**src/rtl/fcc_pkg.sv**
```systemverilog
// Shared widths, background label, scanner state encoding and window record for the FCC labelling path.
package fcc_pkg;
  localparam int LABEL_W = 16;
  localparam int COL_W   = 5;
  localparam logic [LABEL_W-1:0] BG_LABEL = '0;

  typedef enum logic [1:0] {
    ST_IDLE  = 2'd0,
    ST_SCAN  = 2'd1,
    ST_DRAIN = 2'd2
  } scan_state_e;

  typedef struct packed {
    logic [7:0]         row;
    logic [COL_W-1:0]   col;
    logic [LABEL_W-1:0] label;
    logic               is_ground;
  } window_t;
endpackage

```
**src/rtl/fcc_skid_fifo.sv**
```systemverilog
// Two-entry FIFO between the memory read port and the window stream; push is never refused.
module fcc_skid_fifo #(
  parameter int WIDTH = 8
) (
  input  logic             clk,
  input  logic             rst_n,
  input  logic             push,
  input  logic             pop,
  input  logic [WIDTH-1:0] din,
  output logic [WIDTH-1:0] dout,
  output logic             empty,
  output logic [1:0]       count
);
  logic [WIDTH-1:0] r_mem [2];
  logic             r_wptr;
  logic             r_rptr;
  logic [1:0]       r_count;
  logic             w_pop;

  assign w_pop = pop && (r_count != 2'd0);
  assign dout  = r_mem[r_rptr];
  assign empty = (r_count == 2'd0);
  assign count = r_count;

  always_ff @(posedge clk) begin
    if (!rst_n) begin
      r_mem[0] <= '0;
      r_mem[1] <= '0;
      r_wptr   <= 1'b0;
      r_rptr   <= 1'b0;
      r_count  <= 2'd0;
    end else begin
      if (push) begin
        r_mem[r_wptr] <= din;
        r_wptr        <= ~r_wptr;
      end
      if (w_pop) r_rptr <= ~r_rptr;
      r_count <= r_count + {1'b0, push} - {1'b0, w_pop};
    end
  end
endmodule

```
**src/rtl/fcc_window_scanner.sv**
```systemverilog
// Raster-scans the FCC point memory and streams (centre, left, up[, upleft]) windows.
// Define FCC_DIAG_EN to build the diagonal (up-left) neighbour for 8-connectivity.
module fcc_window_scanner #(
  parameter int ROWS    = 30,
  parameter int COLS    = 30,
  parameter int COL_W   = 5,
  parameter int LABEL_W = 16
) (
  input  logic                 clk,
  input  logic                 rst_n,
  input  logic                 start,
  output logic                 busy,
  output logic                 done,
  output logic [7:0]           rd_row,
  output logic [COL_W-1:0]     rd_col,
  input  logic [LABEL_W-1:0]   rd_label,
  input  logic                 rd_is_ground,
  output logic                 out_valid,
  input  logic                 out_ready,
  output logic [7:0]           out_row,
  output logic [COL_W-1:0]     out_col,
  output logic [LABEL_W-1:0]   out_label,
  output logic                 out_is_ground,
  output logic [LABEL_W-1:0]   out_left,
  output logic [LABEL_W-1:0]   out_up,
  output logic [LABEL_W-1:0]   out_upleft,
  output logic                 out_last,
  output fcc_pkg::scan_state_e o_dbg_state
);
  localparam int DW = 8 + COL_W + LABEL_W + 1;

  // Stream contract: a window transfers on any cycle with out_valid & out_ready;
  // once out_valid rises, every out_* field holds until that transfer.
  fcc_pkg::scan_state_e r_state, w_next;
  logic               r_done;
  logic               r_inflight;
  logic [7:0]         r_tag_row;
  logic [COL_W-1:0]   r_tag_col;
  logic [LABEL_W-1:0] r_lb [COLS];
  logic [LABEL_W-1:0] r_left;
  logic [DW-1:0]      w_head;
  logic [1:0]         w_count;
  logic               w_empty;
  logic               w_hs;
  logic               w_accept;
  logic               w_issue;
  logic               w_room;
  logic               w_last_addr;
  logic [LABEL_W-1:0] w_masked;

  assign w_hs        = out_valid && out_ready;
  assign w_accept    = (r_state == fcc_pkg::ST_IDLE) && start && !r_done;
  assign w_last_addr = (rd_row == 8'(ROWS - 1)) && (rd_col == COL_W'(COLS - 1));
  // Occupancy after this cycle's pop plus the read already returning must leave a slot.
  assign w_room      = ({1'b0, w_count} + {2'b0, r_inflight}) <= (3'd1 + {2'b0, w_hs});
  assign w_issue     = w_accept || ((r_state == fcc_pkg::ST_SCAN) && w_room);

  always_comb begin
    w_next = r_state;
    unique case (r_state)
      fcc_pkg::ST_IDLE:  if (w_accept) w_next = w_last_addr ? fcc_pkg::ST_DRAIN : fcc_pkg::ST_SCAN;
      fcc_pkg::ST_SCAN:  if (w_issue && w_last_addr) w_next = fcc_pkg::ST_DRAIN;
      fcc_pkg::ST_DRAIN: if (w_hs && out_last) w_next = fcc_pkg::ST_IDLE;
      default:           w_next = fcc_pkg::ST_IDLE;
    endcase
  end

  always_ff @(posedge clk) begin
    if (!rst_n) begin
      r_state    <= fcc_pkg::ST_IDLE;
      r_done     <= 1'b0;
      r_inflight <= 1'b0;
      r_tag_row  <= '0;
      r_tag_col  <= '0;
      rd_row     <= '0;
      rd_col     <= '0;
    end else begin
      r_state    <= w_next;
      r_done     <= (r_state == fcc_pkg::ST_DRAIN) && w_hs && out_last;
      r_inflight <= w_issue;
      r_tag_row  <= rd_row;
      r_tag_col  <= rd_col;
      if (w_issue) begin
        if (rd_col == COL_W'(COLS - 1)) begin
          rd_col <= '0;
          rd_row <= (rd_row == 8'(ROWS - 1)) ? 8'd0 : rd_row + 8'd1;
        end else begin
          rd_col <= rd_col + COL_W'(1);
        end
      end
    end
  end

  fcc_skid_fifo #(.WIDTH(DW)) u_skid (
    .clk   (clk),
    .rst_n (rst_n),
    .push  (r_inflight),
    .pop   (w_hs),
    .din   ({r_tag_row, r_tag_col, rd_label, rd_is_ground}),
    .dout  (w_head),
    .empty (w_empty),
    .count (w_count)
  );

  assign {out_row, out_col, out_label, out_is_ground} = w_head;
  assign out_valid = !w_empty;
  assign out_last  = out_valid && (out_row == 8'(ROWS - 1)) && (out_col == COL_W'(COLS - 1));
  assign w_masked  = out_is_ground ? '0 : out_label;
  // The line buffer still holds the previous frame's last row during row 0, so gate it.
  assign out_up    = (out_row == 8'd0) ? '0 : r_lb[out_col];
  assign out_left  = (out_col == '0) ? '0 : r_left;

  always_ff @(posedge clk) begin
    if (!rst_n) begin
      for (int i = 0; i < COLS; i++) r_lb[i] <= '0;
      r_left <= '0;
    end else if (w_hs) begin
      r_lb[out_col] <= w_masked;
      r_left        <= w_masked;
    end
  end

`ifdef FCC_DIAG_EN
  logic [LABEL_W-1:0] r_diag;

  always_ff @(posedge clk) begin
    if (!rst_n) r_diag <= '0;
    else if (w_hs) r_diag <= r_lb[out_col];
  end

  assign out_upleft = ((out_row == 8'd0) || (out_col == '0)) ? '0 : r_diag;
`else
  assign out_upleft = '0;
`endif

  assign busy        = (r_state != fcc_pkg::ST_IDLE);
  assign done        = r_done;
  assign o_dbg_state = r_state;
endmodule

```
**config.mk**
```make
export PLATFORM = sky130hd
export DESIGN_NAME = fcc_window_scanner
export DESIGN_NICKNAME = d
export VERILOG_FILES = /design/src/rtl/fcc_pkg.sv /design/src/rtl/fcc_skid_fifo.sv /design/src/rtl/fcc_window_scanner.sv
export SDC_FILE = /design/constraint.sdc
export NUM_CORES = 1
export LEC_CHECK = 0
export CORE_AREA = 5 5 255 257
export CTS_CLUSTER_DIAMETER = 150
export DETAILED_ROUTE_END_ITERATION = 6
export DIE_AREA = 0 0 260 262
export PLACE_DENSITY = 0.69
export REMOVE_ABC_BUFFERS = 1
export SYNTH_ARGS = -nofsm -noshare
export SYNTH_HDL_FRONTEND = slang
export SYNTH_SLANG_ARGS = --single-unit
export TNS_END_PERCENT = 100
```
**constraint.sdc**
```tcl
create_clock -name clk -period 3.2 [get_ports clk]
set_input_delay 0.64 -clock clk [delete_from_list [all_inputs] [get_ports clk]]
set_output_delay 0.64 -clock clk [all_outputs]
set_load 0.005 [all_outputs]
```
== After elaboration in Yosys (flattened, before gate mapping) ==
Memory sizes are Yosys's and may differ from the RTL's. A register that Yosys moved wholly into a read port is not among the register bits.
Cells that the tools add are included.

* $lt $le $gt $ge: 1
* Add/sub/neg operators: 6
* Bitwise operators: 2
* Reductions and logical operators: 25
* Equal/unequal tests: 9
* Multiplexer cells: 25

{| class="wikitable"
|+ Operators by type and width
! operator !! count
|-
| 16-bit two-way mux || 4
|-
| 30-bit two-way mux || 1
|-
| 30-bit OR reduction || 1
|-
| 8-bit by 5-bit == test with 1-bit output (second input constant) || 2
|-
| 16-bit OR reduction || 1
|-
| 1-bit logical AND || 12
|-
| 1-bit two-way mux || 12
|-
| 5-bit == test (second input constant) || 2
|-
| 5-bit two-way mux || 2
|-
| 8-bit by 1-bit adder with 8-bit output (second input constant) || 1
|-
| 8-bit zero test || 1
|-
| 2-bit two-way mux || 4
|-
| 8-bit two-way mux || 1
|-
| 2-bit one-hot mux with 3 select lines || 1
|-
| 5-bit by 1-bit adder with 5-bit output (second input constant) || 1
|-
| 5-bit zero test || 1
|-
| 2-bit zero test || 2
|-
| 2-bit inequality test (second input constant) || 2
|-
| 2-bit nonzero test || 2
|-
| 2-bit by 1-bit adder with 3-bit output || 1
|-
| 3-bit by 2-bit less-or-equal comparator with 1-bit output || 1
|-
| 3-bit AND reduction || 1
|-
| 1-bit by 1-bit adder with 2-bit output (first input constant) || 1
|-
| 2-bit by 1-bit adder with 2-bit output || 1
|-
| 8 further kinds || 10
|}

* Output and inout port bits: 97
* Memories kept: 2
* Bits in writable memories: 540
* Register bits: 50
* Input port bits: 21

{| class="wikitable"
|+ Memories
! name !! depth !! width !! rd ports !! clocked after Yosys merged registers in !! write ports !! RTL line !! RTL
|-
| r_lb || 30 || 16 || 1 || 0 || 30 || fcc_window_scanner.sv:39 || <nowiki>logic [LABEL_W-1:0] r_lb [COLS];</nowiki>
|-
| u_skid.r_mem || 2 || 30 || 1 || 1 || 2 || fcc_skid_fifo.sv:14 || <nowiki>logic [WIDTH-1:0] r_mem [2];</nowiki>
|}

== Longest topological paths before layout ==
* Word-level depth: 10
* Mapped depth: 10
* Depth with buffers taken out: 9

== Cells and area by module ==
Synthesis repeated with hierarchy kept, for this count alone.

* Cell total of the unflattened synthesis: 2187
* Area, all modules: 27116.0 um^2

{| class="wikitable"
|+ By module, submodules not included
! module !! instances !! area an instance (um^2) !! sequential area each (um^2) !! cells each
|-
| fcc_window_scanner || 1 || 24322.1 || 16295.6 || 1970
|-
| fcc_skid_fifo || 1 || 2793.9 || 1901.8 || 217
|}

== Worst setup path before layout ==
OpenSTA, ideal clock, no wires.

* Kind: reg-to-reg
* Start point: reg (tool-made name)
* End point: mem r_lb[31][0], enable pin
* Setup slack: -0.072 ns
* Clock period less this slack: 3.272 ns
* Cell stages (with the launch flop): 7
* Arrival: 2.842 ns
* Cell sequence: dfxtp_1 > buf_6 > mux2i_4 > buf_6 > buf_2 > buf_2 > nor4_1

{| class="wikitable"
|+ RTL lines
! item !! RTL line
|-
| end: declaration || fcc_window_scanner.sv:39
|}

==> flow_metrics.env <==
export IMPL_die_x_um=260
export IMPL_synthTopCellsByArea="edfxtp_1 62%, mux2i_1 11%, nor2_1 7.3%"
export IMPL_avgSynthCellArea_sq_um=12.5
export IMPL_tightest_slew_ns=0.832
export IMPL_end_kind="output port"
export IMPL_via_count=19000
export IMPL_yosysMostFrequentCell="edfxtp_1"
export IMPL_synth_compound_area_share_pct=2.95
export IMPL_num_nets_final=2547
export IMPL_path_common_cell="buf_4"
export IMPL_vias_per_cell=5.56
export IMPL_crit_arrival_ns=3.06
export IMPL_antennaDiodeCount=0
export IMPL_path_cells="buf_4 > mux2i_4 > buf_12 > buf_8 > buf_12 > buf_8 > buf_4 > mux2i_4 > o22ai_4 > nor4_4 > buf_4 > clkdlybuf4s15_2"
export IMPL_cp_required_ns=2.56
export IMPL_cp_slowest_cell="dfxtp_4"
export IMPL_track_usage_pct=22.5
export IMPL_drc_errors=0
export IMPL_clk_latency_ns=0.63
export IMPL_grt_antenna_before_repair=0
export IMPL_ys_ff_latch=623
export IMPL_power_frac_seq_pct=38.7
export IMPL_cts_made_buffers=68
export IMPL_hold_buffers=0
export IMPL_power_leakage_nw=13.2
export IMPL_drtAntennaViolNets=0
export IMPL_dieArea_sq_um=68100
export IMPL_rows=92
export IMPL_gr_total_overflow=0
export IMPL_relSlewSlack_pct=44.4
export IMPL_power_total_mw=24.5
export IMPL_cts_sinks=623
export IMPL_fin_crit_sh_pct=116
export IMPL_port_buffer_count=101
export IMPL_async_flop_share_pct=0
export IMPL_switching_share_pct=31.2
export IMPL_synth_flop_cell="edfxtp_1"
export IMPL_cts_buffer_depth=3
export IMPL_fin_ws_ns=-0.501
export IMPL_slew_violations=0
export IMPL_cap_violations=0
export IMPL_hold_violations=0
export IMPL_drive_gt1_share_pct=22.1
export IMPL_dr_pass1_iters=6
export IMPL_startpoint_type="register"
export IMPL_cts_tree="done"
export IMPL_grt_pass1_vias=19100
export IMPL_synthCells=2231
export IMPL_fmax_mhz=270
export IMPL_hold_path_class="reg -> reg"
export IMPL_yosysTopAreaCell="edfxtp_1"
export IMPL_p_per_area_nw_per_um2=704
export IMPL_yosys_area_top_type_share_pct=61.7
export IMPL_violations="setup timing"
export IMPL_status="finished with violations"
export IMPL_p_comb_share_pct=30.5
export IMPL_switching_power_mw=7.65
export IMPL_synth_area_sq_um=27800
export IMPL_drt_iter0_drc=2136
export IMPL_grt_pass1_wl_mm=117
export IMPL_wl_mm=78.2
export IMPL_rsz0062_at_grt="yes"
export IMPL_grt_max_degree=35
export IMPL_yosysWarnings=0
export IMPL_seq_area_frac_synth_pct=65.4
export IMPL_synth_adder_area_share_pct=0.476
export IMPL_worstPathMaxFanout=6
export IMPL_route_detailed_wl_per_inst_um=22.9
export IMPL_synthMuxAreaShare_pct=12.8
export IMPL_yosysUniqueCellTypes=68
export IMPL_ctsRootBufferMaster="clkbuf_16"
export IMPL_pwr_share_clk_pct=30.8
export IMPL_clkTransAtPathRegs_ns=0.06
export IMPL_synth_top_family_by_area="simple AND/OR/NAND/NOR gates"
export IMPL_yosys_area_share_xor_xnor_pct=0.472
export IMPL_core_area_sq_um=62500
export IMPL_synth_edff_count=572
export IMPL_fin_crit_ns=3.70
export IMPL_dpl_hpwl_mm=48.2
export IMPL_cpPeakStageDelay_ns=0.38
export IMPL_post_place_ws_ns=-0.507
export IMPL_vdd_ir_drop_max_mv=0.417
export IMPL_p_int_mw=16.9
export IMPL_ioPinCount=118
export IMPL_synth_commonest_cells="572 x edfxtp_1, 540 x nor2_1, 303 x mux2i_1"
export IMPL_area_delta_synth_final_pct=25.1
export IMPL_setup_viol=18
export IMPL_fp_dieH_um=262
export IMPL_synth_simple_gate_area_share_pct=14.1
export IMPL_crit_type="reg -> out"
export IMPL_fin_skew_ns=0.0351
export IMPL_gp_congestion=0.904
export IMPL_h_tree_depth=3
export IMPL_hold_slack_ns=0.478
export IMPL_initial_core_util_pct=44.5
power by group through the flow:
| stage | Combinational, mW | Clock, mW | Sequential (mW) |
|---|---|---|---|
| finish | 7.48 | 7.55 | 9.49 |
| global route | 7.84 | 8.00 | 9.52 |
| CTS | 6.98 | 7.63 | 9.48 |
| detailed placement | 6.20 | 0 | 9.65 |
| global placement | 6.11 | 0 | 9.63 |
| floorplan | 3.18 | 0 | 9.65 |
final cells by class:
type                    instances  area [sq um]
fillers                      4988         27700
flip-flops and latches        623         18200
multi-input cells            1403          9410
repair buffers                379          3840
clock buffers                  83          1780
well taps                     846          1060
clock inverters                41           347
inverters                      40           184
repair inverters                1          30.0
cells in the final DEF, fill, tap and decap left out, types with 9 or more instances in the layout:
cell             Yosys  routed
mux2i_1            303     268
o22ai_2              0      23
mux2_2              30      28
clkinv_1             0      16
buf_6                5      19
dlygate4sd2_1        0      11
buf_4               40     206
nand2_2             12      12
mux2i_2              0      25
and2_1              89      88
a21oi_1             25      23
nor2_1             540     539
clkdlybuf4s50_1      0      67
conb_1               1      16
nand3_1             36      36
mux2i_4              2      12
xnor2_1             13      13
inv_1               37      37
o2111ai_1           16      11
o21ai_0             12       9
clkbuf_16            0      69
dfxtp_1             51      50
edfxtp_1           572     572
o22ai_1             44      15
ha_1                 9       9
buf_12               0      43
buf_2               39      11
clkbuf_1            71      13
nand2_1            143     143
per-stage QoR:
step	setup TNS, ns	instances	util, %	area (sq um)
6_report	-6.48	3416	55.7	34800
5_1_grt	-8.24	3416	55.7	34800
4_1_cts	-6.30	3395	54.8	34300
3_5_place_dp	-5.69	3221	49.7	31000
3_3_place_gp	-4.50	3221	49.7	31000
2_1_floorplan	-1284.60	2066	-	27000
layer usage:
metal,wire length (um),share of wire (%),GRT usage (%),vias up
met4,2400,3.1,8.35,0
met1,31300,40,30.0,9515
met5,0,0,0,-
li1,-,-,-,8460
met3,6490,8.3,4.22,139
met2,38000,49,37.1,863
critical path: cells and delay by family, from the launching register on:
family,cells,cell delay (ns)
buf+inv,8,1.18
mux,2,0.47
flops,1,0.38
simple gates,1,0.28
compound gates,1,0.13
repair_timing:
item                       in CTS  in global routing
pin swaps                      37                 31
cloned                          8                  1
gates resized for setup       197                103
setup endpoints to repair      34                 26
buffers inserted               46                 24
state kept, by name (all words and copies together) (netlist names), 2 cells and up, named ones only:
| register | cells |
|---|---|
| rd_row | 8 |
| o_dbg_state | 2 |
| rd_col | 5 |
| u_skid.r_mem | 60 |
| r_left | 16 |
| r_lb | 512 |
| r_tag_col | 5 |
| u_skid.count | 2 |
| r_tag_row | 8 |
final timing paths:
| check | endpoint | cells after the start | start | slack, ns |
|---|---|---|---|---|
| max | out_up[12] | 12 | register | -0.50 |
| min | r_left[0] | 2 | r_left[0] | 0.48 |
| max reg2reg | o_dbg_state[1] | 22 | register | -0.29 |
| min reg2reg | r_left[0] | 2 | r_left[0] | 0.48 |
logic make-up after synthesis:
kind of cell,after synthesis
AND/OR/NAND/NOR,897
flip-flops,623
multiplexers,342
buffers and inverters,220
AO/OA/AOI/OAI,123
XOR/XNOR,15
adder cells (fa/ha/maj),10
other,1
No activity file was read; power rests on OpenSTA's default activity.
